File: src/rtl/requant_pkg.sv
// requant_pkg: shared widths, int8 bounds and pipeline stage type for acc_requant
package requant_pkg;
  localparam int ACC_W = 32;
  localparam int MULT_W = 16;
  localparam int PROD_W = ACC_W + MULT_W;
  localparam int SHIFT_MAX = 47;
  localparam int QMIN = -128;
  localparam int QMAX = 127;
  typedef struct packed {
    logic v;
    logic sat;
    logic signed [PROD_W:0] d;
  } rq_stage_t;
endpackage

File: src/rtl/acc_requant_rq_round_shift.sv
// rq_round_shift: rounding (half toward +inf) arithmetic right shift, shift clamped to SHIFT_MAX
module rq_round_shift import requant_pkg::*; (
  input  logic signed [PROD_W:0] p,
  input  logic        [5:0]      shift,
  output logic signed [PROD_W:0] r
);
  localparam logic signed [PROD_W:0] ONE = 1;
  logic [5:0] sh;
  logic signed [PROD_W:0] bias;
  always_comb begin
    sh = shift > 6'(SHIFT_MAX) ? 6'(SHIFT_MAX) : shift;
    bias = sh == 6'd0 ? '0 : ONE << (sh - 6'd1);
    r = (p + bias) >>> sh;
  end
endmodule

File: src/rtl/acc_requant.sv
// acc_requant: 3-stage int32->int8 requantizer (mult, round-shift, zp+clamp); REQUANT_RELU_EN adds cfg_relu
module acc_requant #(
  parameter int ACC_W = 32,
  parameter int MULT_W = 16,
  parameter int CNT_W = 16
) (
  input  logic                     clk,
  input  logic                     rst_n,
  input  logic                     in_valid,
  output logic                     in_ready,
  input  logic signed [ACC_W-1:0]  in_acc,
  input  logic                     in_sat,
  input  logic signed [MULT_W-1:0] cfg_mult,
  input  logic        [5:0]        cfg_shift,
  input  logic signed [7:0]        cfg_zp,
`ifdef REQUANT_RELU_EN
  input  logic                     cfg_relu,
`endif
  output logic                     out_valid,
  input  logic                     out_ready,
  output logic signed [7:0]        out_q,
  output logic                     out_sat,
  input  logic                     clr_stats,
  output logic        [CNT_W-1:0]  sat_cnt,
  output logic                     busy
);
  import requant_pkg::*;
  logic adv, relu, lo_hit, hi_hit;
  rq_stage_t s1, s2;
  (* use_dsp = "yes" *) logic signed [ACC_W+MULT_W-1:0] prod;
  logic signed [PROD_W:0] r, v, zp, lo, hi;
  assign adv = !out_valid || out_ready;
  assign in_ready = adv;
  assign busy = s1.v | s2.v | out_valid;
  assign prod = in_acc * cfg_mult;
`ifdef REQUANT_RELU_EN
  assign relu = cfg_relu;
`else
  assign relu = 1'b0;
`endif
  rq_round_shift u_rs (.p(s1.d), .shift(cfg_shift), .r(r));
  always_comb begin
    zp = (PROD_W+1)'(cfg_zp);
    v = $signed(s2.d) + zp;
    lo = relu ? zp : (PROD_W+1)'(QMIN);
    hi = (PROD_W+1)'(QMAX);
    lo_hit = v < lo;
    hi_hit = v > hi;
  end
  always_ff @(posedge clk or negedge rst_n)
    if (!rst_n) begin
      s1 <= '0;
      s2 <= '0;
      out_valid <= 1'b0;
      out_q <= '0;
      out_sat <= 1'b0;
    end else if (adv) begin
      s1 <= '{v: in_valid, sat: in_sat, d: (PROD_W+1)'(prod)};
      s2 <= '{v: s1.v, sat: s1.sat, d: r};
      out_valid <= s2.v;
      out_q <= lo_hit ? lo[7:0] : hi_hit ? hi[7:0] : v[7:0];
      out_sat <= (lo_hit & !relu) | hi_hit | s2.sat;
    end
  always_ff @(posedge clk or negedge rst_n)
    if (!rst_n) sat_cnt <= '0;
    else if (clr_stats) sat_cnt <= '0;
    else if (out_valid && out_ready && out_sat && !(&sat_cnt)) sat_cnt <= sat_cnt + 1'b1;
endmodule
File: config.mk
export PLATFORM = sky130hd
export DESIGN_NAME = acc_requant
export DESIGN_NICKNAME = d
export VERILOG_FILES = /design/src/rtl/requant_pkg.sv /design/src/rtl/acc_requant_rq_round_shift.sv /design/src/rtl/acc_requant.sv
export SDC_FILE = /design/constraint.sdc
export NUM_CORES = 2
export LEC_CHECK = 0
export ABC_AREA = 1
export CAP_MARGIN = 20
export CORE_ASPECT_RATIO = 1.2
export CORE_MARGIN = 5
export CORE_UTILIZATION = 65
export DETAILED_ROUTE_END_ITERATION = 7
export PLACE_DENSITY = 0.81
export SETUP_SLACK_MARGIN = 0.1
export SLEW_MARGIN = 20
export SYNTH_ARGS = -nofsm -noshare
export SYNTH_HDL_FRONTEND = slang
export SYNTH_HIERARCHICAL = 1
export SYNTH_SLANG_ARGS = --single-unit
File: constraint.sdc
create_clock -name clk -period 4.93 [get_ports clk]
set_input_delay 0.7395 -clock clk [delete_from_list [all_inputs] [get_ports clk]]
set_output_delay 0.7395 -clock clk [all_outputs]
set_load 0.05 [all_outputs]
==> results.ini, run 1 <==
[clock_tree]
cts.sinks = 127
clockBufferDepth = 2
cts_made_buffers = 17
ctsRootBufferMaster = clkbuf_16
h-tree-depth = 4

[synth]
synth_edf_count = 0
synth.ff_latch_count = 127
syn_area_per_cell_um2 = 6.35
syn_area_um2 = 36600
synthTopCellsByArea = fa_1 (27%), nand2_1 (20%), inv_1 (14%)
synth_cells = 5766
ys_seq_area_share_pct = 8.68
synth_warnings = 6
synth-main-ff-cell = dfrtp_1
synth_top_area_share_pct = 26.7
syn_nets = 6533
ys_types = 60
async_flop_share_pct = 100
synthTopCellsByCount = nand2_1 (1,935), inv_1 (1,353), fa_1 (488)
yosysMostFrequentCell = nand2_1
yosys.area.top_type = fa_1

[placement]
dpl.hpwl_mm = 116
gp_congestion = 1.01
preCtsSetupSlack_ns = -2.16
port_buffers = 95

[run_status]
stop_stage = global routing (5_1_grt)
error_line = [ERROR GRT-0116] Global routing finished with congestion. Check the congestion regions in the DRC Viewer.
status = aborted with a tool error

[floorplan]
start_util_pct = 65.5
fp-row-count = 95
die_w_um = 227
io_pins = 96
die_h_um = 270

[grt]
grt_overflow = 160
grt_pass1_wl_mm = 358
grt_max_degree = 92
grt.total_usage_pct = 78.0
grt_pass1_vias = 53300

metrics by stage:
step | TNS (ns) | util (%) | area (um2) | hold slack (ns) | std cells
after floorplan | -22.25 | - | 38600 | 0.444 | 5766
after CTS | -32.60 | 85.2 | 47600 | 0.388 | 7172
after global placement | -85.29 | 77.9 | 43500 | 0.461 | 6964
after detailed placement | -91.85 | 77.9 | 43500 | 0.475 | 6964
kinds of logic after synthesis:
kind of cell | after synthesis | share of synthesized area (%)
AO/OA/AOI/OAI | 324 | 4.93
adder cells (fa/ha/maj) | 699 | 33.9
XOR/XNOR | 64 | 1.53
flip-flops | 127 | 8.68
AND/OR/NAND/NOR | 2984 | 34.7
other | 1 | 0.0102
multiplexers | 1 | 0.0273
buffers and inverters | 1566 | 16.2
routing by layer:
metal	track usage [%]	GRT overflow
met1	77.6	3
met2	91.0	70
met3	66.1	5
met4	76.8	82
met5	44.7	0
timing repair:
| action | CTS |
|---|---|
| pin swaps | 298 |
| gates cloned | 19 |
| gates resized for setup | 690 |
| hold buffers | 0 |
| setup buffers | 164 |
| setup endpoints to repair | 87 |
==> inputs of run 2 (changes only) <==
--- a/config.mk
+++ b/config.mk
@@ -7,12 +7,10 @@
 export LEC_CHECK = 0
 export ABC_AREA = 1
 export CAP_MARGIN = 20
-export CORE_ASPECT_RATIO = 1.2
 export CORE_MARGIN = 5
-export CORE_UTILIZATION = 65
+export CORE_UTILIZATION = 40
 export DETAILED_ROUTE_END_ITERATION = 7
-export PLACE_DENSITY = 0.81
-export SETUP_SLACK_MARGIN = 0.1
+export PLACE_DENSITY_LB_ADDON = 0.15
 export SLEW_MARGIN = 20
 export SYNTH_ARGS = -nofsm -noshare
 export SYNTH_HDL_FRONTEND = slang
==> results.ini, run 2 <==
[run_status]
status = finished with violations  ; was aborted with a tool error
violations = negative setup slack

[cells_and_area]
layout_common_cells = nand2_1 (1,717), inv_1 (1,211), buf_4 (585)
reg.largest.list = s2 (51), s1 (50), sat_cnt (16)
seqCellArea_um2 = 3180
largest_reg_flops = 51
multi_input_area_um2 = 31700
drive_gt1_share_pct = 29.8
final_cells = 7689
top_register = s2
final_nets = 7255
final_common_cell = nand2_1
syn_to_final_growth_pct = 39.2
fillers = 8715
final_util_pct = 55.9

[routing]
vias = 38400
post-route-drc-count = 0
wl_met2_mm = 62.1
met1_length_mm = 61.2
routedWlPerCell_um = 17.6
highest_layer = met4
dr_wl_met3_mm = 8.28
drtAntennaViolNets = 0
dr.first_iter.drc_count = 3005
routed_wirelength_mm = 135
dr.pass1.iters = 6
routed_via_density = 5.00

[synth]
syn_area_um2 = 36600  ; unchanged
synthTopCellsByCount = nand2_1 (1,935), inv_1 (1,353), fa_1 (488)  ; unchanged
synth_top_family_by_area = simple AND/OR/NAND/NOR gates  ; unchanged
synth.ff_latch_count = 127  ; unchanged
synth_warnings = 6  ; unchanged
yosysMostFrequentCell = nand2_1  ; unchanged
async_flop_share_pct = 100  ; unchanged
ys_types = 60  ; unchanged
yosys.area_share.simple_pct = 34.7  ; unchanged
yosys.area.top_type = fa_1  ; unchanged
synth_edf_count = 0  ; unchanged
synth_compound_area_share_pct = 4.93  ; unchanged
synth_cells = 5766  ; unchanged
synth_fa_ha_area_share_pct = 33.9  ; unchanged
ys_seq_area_share_pct = 8.68  ; unchanged
synthXorXnorAreaFrac_pct = 1.53  ; unchanged
synthTopCellsByArea = fa_1 (27%), nand2_1 (20%), inv_1 (14%)  ; unchanged
syn_nets = 6533  ; unchanged
synth-main-ff-cell = dfrtp_1  ; unchanged
synth_mux_area_share_pct = 0.0273  ; unchanged
syn_area_per_cell_um2 = 6.35  ; unchanged
synth_top_area_share_pct = 26.7  ; unchanged

[clock_tree]
cts.clk_slew.worst_paths_ns = 0.06
cts_tree = yes
h-tree-depth = 4  ; unchanged
cts_made_buffers = 17  ; unchanged
clockBufferDepth = 2  ; unchanged
ctsRootBufferMaster = clkbuf_16  ; unchanged
cts.sinks = 127  ; unchanged
clk-insertion-delay-late_ns = 0.44

[worst_setup_path]
critical_path_arrival_ns = 6.21
max_stage_delay_ns = 0.54
start_kind = input pin
critPathRequiredTime_ns = 5.26
worstPathMaxFanout = 6
worst_setup_path_end_kind = flop
crit_type = input pin to flop
slowest_stage = fa_1

[timing]
worst_pin_slew_ns = 0.828
setup_viol = 40
hold_viol_final = 0
rsz0062_at_grt = true
period_share_pct = 119
setup_ws_ns = -0.959
whs_ns = 0.269
fmax_mhz = 170
post-route-min-period_ns = 5.89
clock_skew_ns = 0.0135
slew_headroom_pct = 44.8
finalMaxSlewViolations = 0

[grt]
grt_pass1_vias = 37600
antenna_found_initial = 2
grt_max_degree = 86
grt.total_usage_pct = 27.2
grt_overflow = 0
grt_pass1_wl_mm = 211

[worst_hold_path]
hp-class = input pin to asynchronous set/reset pin

[floorplan]
die_w_um = 313  ; was 227 um
coreArea_um2 = 91200
fp-row-count = 111  ; was 95
die_area_um2 = 97700
die_h_um = 313  ; was 270 um
io_pins = 96  ; unchanged
start_util_pct = 40.1  ; was 65.5%

[placement]
preCtsSetupSlack_ns = -2.07  ; was -2.16 ns
dpl.hpwl_mm = 108  ; was 116 mm
port_buffers = 95  ; unchanged
gp_congestion = 0.971  ; was 1.01
dpl.cell_count = 7440  ; was 6,964

[job]
maxCapViolCount = 0

[run 2: cell counts after synthesis]
Identical to the previous run, type by type.
[run 2: final cells by class]
cell class                      count  area share (%)
Multi-Input combinational cell   4073            62.2
Timing Repair Buffer              887            17.2
Inverter                         1382            10.2
Sequential cell                   127            6.24
Tap cell                         1186            2.91
Clock buffer                       20           0.896
Clock inverter                     11           0.322
Antenna cell                        3          0.0147
[run 2: logic make-up (layout without fill, tap and decap cells)]
logic type	after synthesis	after routing
and+or+nand+nor	2984	2984
buffers and inverters	1566	2300
adders and majority gates	699	699
AOI/OAI and AO/OA	324	324
DFF	127	127
xor gates and xnor gates	64	64
other	1	4
muxes	1	1
[run 2: layer usage]
metal / up-vias / GRT usage (%)
li1: 18600 / -
met1: 18500 / 38.6
met2: 1135 / 44.4
met3: 215 / 3.62
met4: 0 / 6.24
met5: - / 0
[run 2: through the flow]
stage | TNS, ns | area, um2
floorplan | -22.18 | 38600
detailed placement | -96.08 | 44500
CTS | -30.72 | 48100
global route | -36.01 | 51000
finish | -29.70 | 51000
global placement | -98.79 | 44500
[run 2: final timing paths]
kind                                  to  depth (start not counted)  slack (ns)  startpoint
min in group clk                out_q[2]                          2        0.48    out_q[2]
worst min register to register  out_q[2]                          2        0.48    out_q[2]
max in group asynchronous         s1[46]                          2        3.60       rst_n
worst max-delay path              s1[42]                         28       -0.96  in_acc[15]
worst max register to register   out_sat                         18        1.40       s2[0]
worst min-delay path            out_q[6]                          1        0.27       rst_n
[run 2: repair_timing]
action	4_1_cts	5_1_grt
resized for setup	579	636
setup buffers	128	77
hold buffers	0	0
setup endpoints to repair	85	88
gates cloned	21	3
hold endpoints to repair	0	0
pin swaps	285	346
[run 2: critical path: cells and delay by family]
kind | cells | cell delay (ns)
simple gates | 7 | 0.72
fa+ha+maj | 7 | 3.25
buf+inv | 9 | 0.84
compound gates | 5 | 0.67
Power of run 2 is left out: the tool's default activity adds up to more than one toggle a clock period on the data nets, which glitch-free logic cannot reach.
